[src/rtl/pixel_fb_writer.sv]
// Pixel stream to framebuffer writer: clips, queues and converts pixels to RGB565,
// writes them over a req/ack port, and performs full-screen clears and flush notification.
module pixel_fb_writer #(
    parameter int FB_W       = 160,
    parameter int FB_H       = 120,
    parameter int ADDR_W     = 15,
    parameter int FIFO_DEPTH = 8
) (
    input  logic              clk,
    input  logic              rst_n,
    input  logic              pixel_valid,
    input  logic [7:0]        px,
    input  logic [7:0]        py,
    input  logic [23:0]       pixel_color,
    input  logic              shape_done,
    input  logic              clear_start,
    input  logic [23:0]       clear_color,
    output logic              mem_we,
    output logic [ADDR_W-1:0] mem_addr,
    output logic [15:0]       mem_wdata,
    input  logic              mem_ack,
    output logic              busy,
    output logic              flush_done,
    output logic              overflow
);

    localparam int PTR_W = $clog2(FIFO_DEPTH);

    localparam logic [1:0] ST_IDLE  = 2'd0;
    localparam logic [1:0] ST_WRITE = 2'd1;
    localparam logic [1:0] ST_CLEAR = 2'd2;

    localparam logic [8:0]        FB_W9     = 9'(FB_W);
    localparam logic [8:0]        FB_H9     = 9'(FB_H);
    localparam logic [ADDR_W-1:0] FB_W_A    = ADDR_W'(FB_W);
    localparam logic [ADDR_W-1:0] LAST_ADDR = ADDR_W'(FB_W * FB_H - 1);
    localparam logic [PTR_W:0]    DEPTH_C   = (PTR_W + 1)'(FIFO_DEPTH);

    logic [1:0]        state;
    logic              shape_done_q;
    logic              clear_start_q;
    logic              clear_pend;
    logic              flush_pend;
    logic [15:0]       clear_rgb;

    logic [ADDR_W-1:0] fifo_addr [FIFO_DEPTH];
    logic [15:0]       fifo_data [FIFO_DEPTH];
    logic [PTR_W-1:0]  wr_ptr;
    logic [PTR_W-1:0]  rd_ptr;
    logic [PTR_W:0]    count;

    logic              in_range;
    logic              fifo_empty;
    logic              fifo_full;
    logic              push;
    logic              pop;
    logic              shape_edge;
    logic              clear_edge;
    logic [ADDR_W-1:0] pix_addr;
    logic [15:0]       pix_rgb;
    logic [15:0]       clr_rgb;
    logic              unused_color_bits;

    assign pix_rgb = {pixel_color[23:19], pixel_color[15:10], pixel_color[7:3]};
    assign clr_rgb = {clear_color[23:19], clear_color[15:10], clear_color[7:3]};
    assign unused_color_bits = ^{pixel_color[18:16], pixel_color[9:8], pixel_color[2:0],
                                 clear_color[18:16], clear_color[9:8], clear_color[2:0]};

    assign in_range   = pixel_valid && ({1'b0, px} < FB_W9) && ({1'b0, py} < FB_H9);
    assign pix_addr   = ADDR_W'(py) * FB_W_A + ADDR_W'(px);
    assign fifo_empty = (count == '0);
    assign fifo_full  = (count == DEPTH_C);

    // A pop frees a slot in the same cycle, so a full FIFO still accepts a push then.
    assign pop  = !fifo_empty &&
                  ((state == ST_IDLE) || (state == ST_WRITE && mem_ack && !clear_pend));
    assign push = in_range && (!fifo_full || pop);

    assign shape_edge = shape_done && !shape_done_q;
    assign clear_edge = clear_start && !clear_start_q;

    assign busy       = (state != ST_IDLE) || !fifo_empty || clear_pend;
    assign flush_done = flush_pend && fifo_empty && (state == ST_IDLE) && !clear_pend;

    always_ff @(posedge clk) begin
        if (push) begin
            fifo_addr[wr_ptr] <= pix_addr;
            fifo_data[wr_ptr] <= pix_rgb;
        end
    end

    always_ff @(posedge clk or negedge rst_n) begin
        if (!rst_n) begin
            wr_ptr <= '0;
            rd_ptr <= '0;
            count  <= '0;
        end else begin
            if (push) wr_ptr <= wr_ptr + 1'b1;
            if (pop)  rd_ptr <= rd_ptr + 1'b1;
            case ({push, pop})
                2'b10:   count <= count + 1'b1;
                2'b01:   count <= count - 1'b1;
                default: count <= count;
            endcase
        end
    end

    always_ff @(posedge clk or negedge rst_n) begin
        if (!rst_n) begin
            state         <= ST_IDLE;
            mem_we        <= 1'b0;
            mem_addr      <= '0;
            mem_wdata     <= '0;
            overflow      <= 1'b0;
            clear_pend    <= 1'b0;
            clear_rgb     <= '0;
            flush_pend    <= 1'b0;
            shape_done_q  <= 1'b0;
            clear_start_q <= 1'b0;
        end else begin
            shape_done_q  <= shape_done;
            clear_start_q <= clear_start;

            if (in_range && fifo_full && !pop) overflow <= 1'b1;

            if (flush_done) flush_pend <= 1'b0;
            if (shape_edge) flush_pend <= 1'b1;

            case (state)
                ST_IDLE: begin
                    if (clear_pend && fifo_empty) begin
                        state      <= ST_CLEAR;
                        clear_pend <= 1'b0;
                        overflow   <= 1'b0;
                        mem_we     <= 1'b1;
                        mem_addr   <= '0;
                        mem_wdata  <= clear_rgb;
                    end else if (!fifo_empty) begin
                        state     <= ST_WRITE;
                        mem_we    <= 1'b1;
                        mem_addr  <= fifo_addr[rd_ptr];
                        mem_wdata <= fifo_data[rd_ptr];
                    end
                end
                ST_WRITE: begin
                    if (mem_ack) begin
                        if (pop) begin
                            mem_addr  <= fifo_addr[rd_ptr];
                            mem_wdata <= fifo_data[rd_ptr];
                        end else begin
                            mem_we <= 1'b0;
                            state  <= ST_IDLE;
                        end
                    end
                end
                ST_CLEAR: begin
                    if (mem_ack) begin
                        if (mem_addr == LAST_ADDR) begin
                            mem_we <= 1'b0;
                            state  <= ST_IDLE;
                        end else begin
                            mem_addr <= mem_addr + 1'b1;
                        end
                    end
                end
                default: begin
                    state  <= ST_IDLE;
                    mem_we <= 1'b0;
                end
            endcase

            // Placed after the state case so a new request wins over the entry-to-clear reset.
            if (clear_edge && state != ST_CLEAR) begin
                clear_pend <= 1'b1;
                clear_rgb  <= clr_rgb;
            end
        end
    end

endmodule

[config.mk]
export PLATFORM = sky130hd
export DESIGN_NAME = pixel_fb_writer
export DESIGN_NICKNAME = d
export VERILOG_FILES = /design/src/rtl/pixel_fb_writer.sv
export SDC_FILE = /design/constraint.sdc
export NUM_CORES = 1
export LEC_CHECK = 0
export ABC_AREA = 1
export BUFFER_PORTS_ARGS = -buffer_cell sky130_fd_sc_hd__clkbuf_2
export CORE_UTILIZATION = 50
export DETAILED_ROUTE_END_ITERATION = 8
export PLACE_DENSITY_LB_ADDON = 0.05
export RECOVER_POWER = 50
export SYNTH_ARGS = -nofsm -noshare
export SYNTH_HDL_FRONTEND = slang
export SYNTH_SLANG_ARGS = --single-unit
export TNS_END_PERCENT = 20
[constraint.sdc]
create_clock -name clk -period 9.2 [get_ports clk]
set_clock_uncertainty 0.1 [all_clocks]
set_input_delay 0.46 -clock clk [delete_from_list [all_inputs] [get_ports clk]]
set_output_delay 0.46 -clock clk [all_outputs]
set_load 0.02 [all_outputs]
==> run_results.csv, run 1 <==
group,metric,value,unit
worst_setup_path,crit_buf_inv,2,
floorplan,io_pins,105,
finish,final_cell_mix,"nand2_1 (381), edfxtp_1 (248), nor2_1 (163)",
routing,first_pass_iters,5,
placed_design,hpwl,18.8,mm
routing,drt_iter0_markers,675,
worst_setup_path,r2r_cells,10,
global_routing,grt_max_degree,100,
clock_network,clkTransAtPathRegs,0.06,ns
clock_network,postCtsSetupBuffers,0,
clock_network,cts_tree,"built",
logic_synthesis,syn_inst,1377,
clock_network,clkSinkCount,313,
timing,rsz0062_at_grt,"false",
worst_setup_path,path_cells,"buf_2 > clkbuf_1",
worst_setup_path,setup.worst_path.class,"input pin to asynchronous set/reset pin",
worst_setup_path,rrSetupSlack,5.98,ns
clock_network,clk_latency,0.53,ns
timing,tightest_slew,3.60,ns
floorplan,die_h,169,µm
clock_network,htreeDepth,2,
logic_synthesis,syn_nets,1473,
routing,via_count,9547,
logic_synthesis,ys_seq_area_frac,0.649,
timing,relSlewSlack,-1.40,
worst_setup_path,slowest_stage,"clkbuf_1",
worst_hold_path,hold_class,"input pin to register",
clock_network,cts_made_buffers,35,
logic_synthesis,synth_top_area_share,0.533,
timing,post-route-worst-setup-slack,5.31,ns
timing,finalHoldViolCount,0,
global_routing,gr-usage-all-layers,0.230,
worst_setup_path,cp.depth,2,
worst_setup_path,cp_slowest_stage_delay,2.51,ns
logic_synthesis,avgSynthCellArea,10.2,µm²
logic_synthesis,ys_ff_latch,313,
global_routing,grt_antenna_before_repair,2,
finish,drive_gt1_frac,0.0820,
logic_synthesis,yosysTopAreaCell,"edfxtp_1",
timing,final-max-slew-violation-count,66,
logic_synthesis,synth_cell_type_count,37,
logic_synthesis,synthTopCellsByArea,"edfxtp_1 (53%), dfrtp_1 (12%), nand2_1 (10%), nand3_1 (5.3%), nor2_1 (4.5%)",
finish,nets,1556,
worst_setup_path,worstPathArrival,3.09,ns
power_and_ir_drop,ir_drop,0.183,mV
routing,drc_errors,0,
clock_network,clk_path_buf_depth,3,
finish,final_common_cell,"nand2_1",
floorplan,dieArea,28600,µm²
clock_network,cts-root-buf,"clkbuf_16",
timing,fmaxAchievable,257,MHz
placed_design,gp_congestion,0.819,
power_and_ir_drop,power_density,320,nW/µm²
timing,whs,0.0491,ns
run,cap_violations,1,
worst_hold_path,hold_depth,3,
timing,finalCritPeriodShare,0.423,
placed_design,numPortBuffers,88,
floorplan,start_util,0.514,
worst_setup_path,cp-end-kind,"asynchronous set/reset pin",
run_status,violations,"max-capacitance violations, max-slew violations",
routing,wire_per_inst,17.2,µm
routing,drt_wl_total,32.0,mm
worst_setup_path,cpLargestDelayFamily,"buffers and inverters",
global_routing,grt_pass1_wl,49.8,mm
timing,setup_viol,0,
logic_synthesis,netlist_area,14000,µm²
routing,avgViaCountPerCell,5.13,
logic_synthesis,synth_warnings,0,
placed_design,pre_cts_ws,5.94,ns
worst_setup_path,cp_max_fo,65,
run_status,status,"complete, but fails checks",
timing,tns,0,ns
floorplan,fp.dieW,169,µm
routing,ant_nets,0,
floorplan,rows,60,
finish,area_delta_synth_final,12.8,%
worst_setup_path,required,8.40,ns
global_routing,gr-total-overflow,0,
power_and_ir_drop,p_leak,6.37,nW
global_routing,first_global_vias,8964,
floorplan,core-area,27200,µm²
worst_setup_path,startpoint_type,"input pin",
timing,timing.final.crit_period,3.89,ns
[report_power, final]
part           internal [mW]  switching (mW)
combinational          0.530            1.32
sequential              1.73           0.150
clock                  0.767           0.550
total                   3.03            2.02
[layer usage]
layer	track usage	vias up	routed length (µm)
met3	0.0382	42	1420
met4	0.0603	2	523
met1	0.341	4504	15700
li1	-	4807	-
met5	0	-	13
met2	0.351	192	14300
[kinds of logic after synthesis]
| group | share of synthesized area |
|---|---|
| compound gates | 0.0559 |
| xor+xnor | 0.00815 |
| buf+inv | 0.0457 |
| fa+ha+maj | 0.0249 |
| simple gates | 0.216 |
| flops | 0.649 |
[cell usage after synthesis]
library cell and n:
nand2_1 381, edfxtp_1 248, nor2_1 168, nand3_1 149, o21ai_0 105, inv_1 80
dfrtp_1 65, o21ai_1 26, buf_2 23, ha_1 23, clkbuf_1 18, a21oi_1 12
buf_4 8, xor2_1 8, nand4_1 7, or2_2 7, buf_1 6, nand2_2 5
nor2_2 5, xnor2_1 5, buf_6 3, fa_1 3, nand3b_1 3, o211ai_1 3
inv_2 2, inv_4 2, o21bai_1 2, a21o_1 1, a31oi_1 1, and3_1 1
buf_8 1, clkinv_1 1, nor2_4 1, nor2_8 1, o21a_1 1, o22ai_1 1
or2_1 1
[final cells by class]
class	count	area (µm²)
Fill cell	2422	11400
Sequential cell	313	9080
Multi-Input combinational cell	920	4320
Clock buffer	53	973
Timing Repair Buffer	105	495
Tap cell	372	465
Inverter	85	324
Clock inverter	11	114
Antenna cell	1	2.50
[per-stage QoR]
stage / utilization / total power [mW] / area, µm² / std cells
global route: 0.580 / 5.40 / 15800 / 1859
CTS: 0.583 / 5.09 / 15900 / 1859
global placement: 0.543 / 3.75 / 14700 / 1793
detailed placement: 0.543 / 3.78 / 14700 / 1793
finish: 0.580 / 5.05 / 15800 / 1860
floorplan: - / 3.25 / 14000 / 1377
[registers in the layout (all words and copies together) (netlist names)]
register,flops
clear_start_q,1
fifo_addr,120
fifo_data,128
mem_addr,15
mem_we,1
clear_rgb,16
shape_done_q,1
clear_pend,1
state,2
overflow,1
wr_ptr,3
rd_ptr,3
mem_wdata,16
count,4
flush_pend,1
[what timing repair did]
item,in CTS,in global routing
hold buffers,2,0
hold endpoints to repair,2,0
gates resized for setup,0,0
[path summary, 6_finish.rpt]
path	start	endpoint
min reg2reg	shape_done_q	flush_pend
max in group clk	state[1]	fifo_addr[4][11]
max reg2reg	state[1]	fifo_addr[4][11]
min in group asynchronous	rst_n	mem_addr[3]
min	clear_color[14]	clear_rgb[9]
max	rst_n	rd_ptr[0]
Note: power is estimated with default switching activity, not from simulation.
==> run 2: changes to the inputs <==
==> constraint.sdc (replaced) <==
create_clock -name clk -period 4.1 [get_ports clk]
set_clock_uncertainty 0.1 [all_clocks]
set_input_delay 0.205 -clock clk [delete_from_list [all_inputs] [get_ports clk]]
set_output_delay 0.205 -clock clk [all_outputs]
set_load 0.02 [all_outputs]
==> run 2 against run 1 <==
Via count grew 2.1%. Highest routed layer is now met4. Setup slack got worse by 4.4 ns. Hold slack better by 0.056 ns. Utilization rose by 1.7 points. The run still ends with max-capacitance violations, max-slew violations left. Register-to-register slack got worse by 5.0 ns.
==> run_results.csv, run 2 (synthesized netlist as in run 1, its figures left out) <==
group,metric,value,unit
routing,drt_iter0_markers,858,
routing,ant_nets,0,
global_routing,top_usage_layer,"met2",
finish,nets,1596,
worst_setup_path,r2r_cells,10,
worst_setup_path,rrSetupSlack,0.96,ns
worst_setup_path,required,4.17,ns
finish,final_common_cell,"nand2_1",
finish,largest_reg_flops,128,
timing,rsz0062_at_grt,"false",
worst_hold_path,hold_depth,5,
worst_setup_path,path_cells,"inv_1 > ha_1 > nand3_1 > nand4_1 > inv_1 > nor2_1 > inv_1 > or2_1 > nor2_4 > buf_4",
power_and_ir_drop,ir_drop,0.414,mV
worst_setup_path,crit_top_cell,"inv_1",
floorplan,die_h,169,µm
routing,via_count,9746,
worst_setup_path,setup.worst_path.class,"register to register",
worst_hold_path,hold_class,"input pin to register",
worst_setup_path,cp-end-kind,"register",
clock_network,postCtsSetupBuffers,0,
placed_design,pre_cts_ws,1.06,ns
routing,wire_per_inst,16.8,µm
timing,post-route-worst-setup-slack,0.956,ns
floorplan,fp.dieW,169,µm
floorplan,io_pins,105,
worst_setup_path,r2r_start,"state[1]",
placed_design,hpwl,19.2,mm
run_status,status,"complete, but fails checks",
power_and_ir_drop,p_leak,6.57,nW
clock_network,cts_made_buffers,34,
global_routing,gr-usage-all-layers,0.229,
timing,relSlewSlack,-0.284,
worst_hold_path,whs_endpoint,"rd_ptr[0]",
clock_network,clk_path_buf_depth,3,
worst_setup_path,cp_slowest_stage_delay,0.42,ns
timing,tightest_slew,1.93,ns
timing,timing.final.crit_period,3.14,ns
finish,top_regs,"fifo_data (128), fifo_addr (120)",
global_routing,grt_max_degree,85,
power_and_ir_drop,power_density,704,nW/µm²
routing,avgViaCountPerCell,5.14,
floorplan,dieArea,28600,µm²
global_routing,grt_pass1_wl,49.8,mm
worst_setup_path,cpLargestDelayFamily,"simple AND/OR/NAND/NOR gates",
global_routing,met1_usage,0.346,
global_routing,grt_use_met2,0.349,
clock_network,cts_tree,"built",
worst_setup_path,startpoint_type,"register",
floorplan,core-area,27200,µm²
routing,first_pass_iters,5,
global_routing,grt_antenna_before_repair,2,
worst_setup_path,cp_max_fo,20,
worst_hold_path,worst_hold_startpoint,"mem_ack",
global_routing,first_global_vias,9096,
timing,tns,0,ns
clock_network,cts-root-buf,"clkbuf_16",
finish,area_delta_synth_final,16.1,%
clock_network,htreeDepth,2,
clock_network,cts_resized,0,
clock_network,clkTransAtPathRegs,0.06,ns
clock_network,clk_latency,0.51,ns
timing,finalHoldViolCount,0,
finish,post-route-util,0.597,
timing,finalCritPeriodShare,0.767,
floorplan,rows,60,
floorplan,start_util,0.514,
clock_network,ctsHoldBuffers,40,
run,cap_violations,2,
placed_design,numPortBuffers,88,
finish,fin_area,16200,µm²
placed_design,gp_congestion,0.868,
finish,largest-register,"fifo_data",
finish,drive_gt1_frac,0.0821,
global_routing,use_met3,0.0296,
finish,fill_cells,2371,
timing,setup_viol,0,
timing,final-max-slew-violation-count,115,
global_routing,gr-total-overflow,0,
finish,final_cell_mix,"nand2_1 (381), edfxtp_1 (248), nor2_1 (163)",
worst_setup_path,slowest_stage,"nor2_4",
placed_design,placed_area,14800,µm²
clock_network,clkSinkCount,313,
worst_setup_path,worstPathArrival,3.21,ns
worst_setup_path,r2r-end,"fifo_addr[2][9]",
worst_setup_path,crit_buf_inv,4,
timing,fmaxAchievable,318,MHz
routing,drc_errors,0,
routing,drt_wl_total,31.8,mm
run_status,violations,"max-capacitance violations, max-slew violations",
==> run 2: how the worst max path moves through the flow <==
stage	start	endpoint	slack, ns	cells after the start
2_1_floorplan	state[1]	fifo_addr[0][0]	0.84	9
3_3_place_gp	state[0]	fifo_addr[2][5]	1.10	10
3_5_place_dp	state[1]	fifo_addr[2][5]	1.06	10
4_1_cts	state[1]	fifo_addr[2][9]	1.02	10
5_1_grt	state[0]	fifo_addr[2][6]	0.70	10
6_report	state[1]	fifo_addr[2][9]	0.96	10
==> run 2: where the power goes <==
group          leakage (nW)  switching [mW]  internal [mW]
combinational          3.01            2.97           1.26
sequential             3.03           0.331           3.88
clock                 0.533            1.18           1.81
==> run 2: metrics by stage <==
stage                     cells  power, mW  hold WS [ns]
after floorplan            1377       7.28        -0.191
after global placement     1796       8.44         0.190
after detailed placement   1796       8.49         0.188
after CTS                  1894       11.5        0.0818
after global routing       1895       12.2         0.120
final                      1895       11.4         0.105
==> run 2: final cells by class <==
cell class | instances | area (µm²) | share of cell area
clock buffer | 41 | 898 | 0.0553
clock inverter | 17 | 190 | 0.0117
sequential | 313 | 9080 | 0.559
timing repair buffer | 146 | 957 | 0.0590
multi-input combinational | 920 | 4320 | 0.266
antenna | 1 | 2.50 | 0.000154
inverter | 85 | 324 | 0.0200
tap | 372 | 465 | 0.0287
==> run 2: per-layer routing <==
layer / vias up / part of all wire / wire, µm
li1: 4893 / - / -
met1: 4551 / 0.49 / 15600
met2: 250 / 0.44 / 13900
met3: 52 / 0.053 / 1680
met4: 0 / 0.019 / 595
met5: - / 0 / 0
==> run 2: worst register-to-register path: cells and delay by family, from the launching register on <==
family / cells / cell delay, ns
fa+ha+maj: 1 / 0.25
buf+inv: 4 / 0.69
flops: 1 / 0.40
simple gates: 5 / 1.35
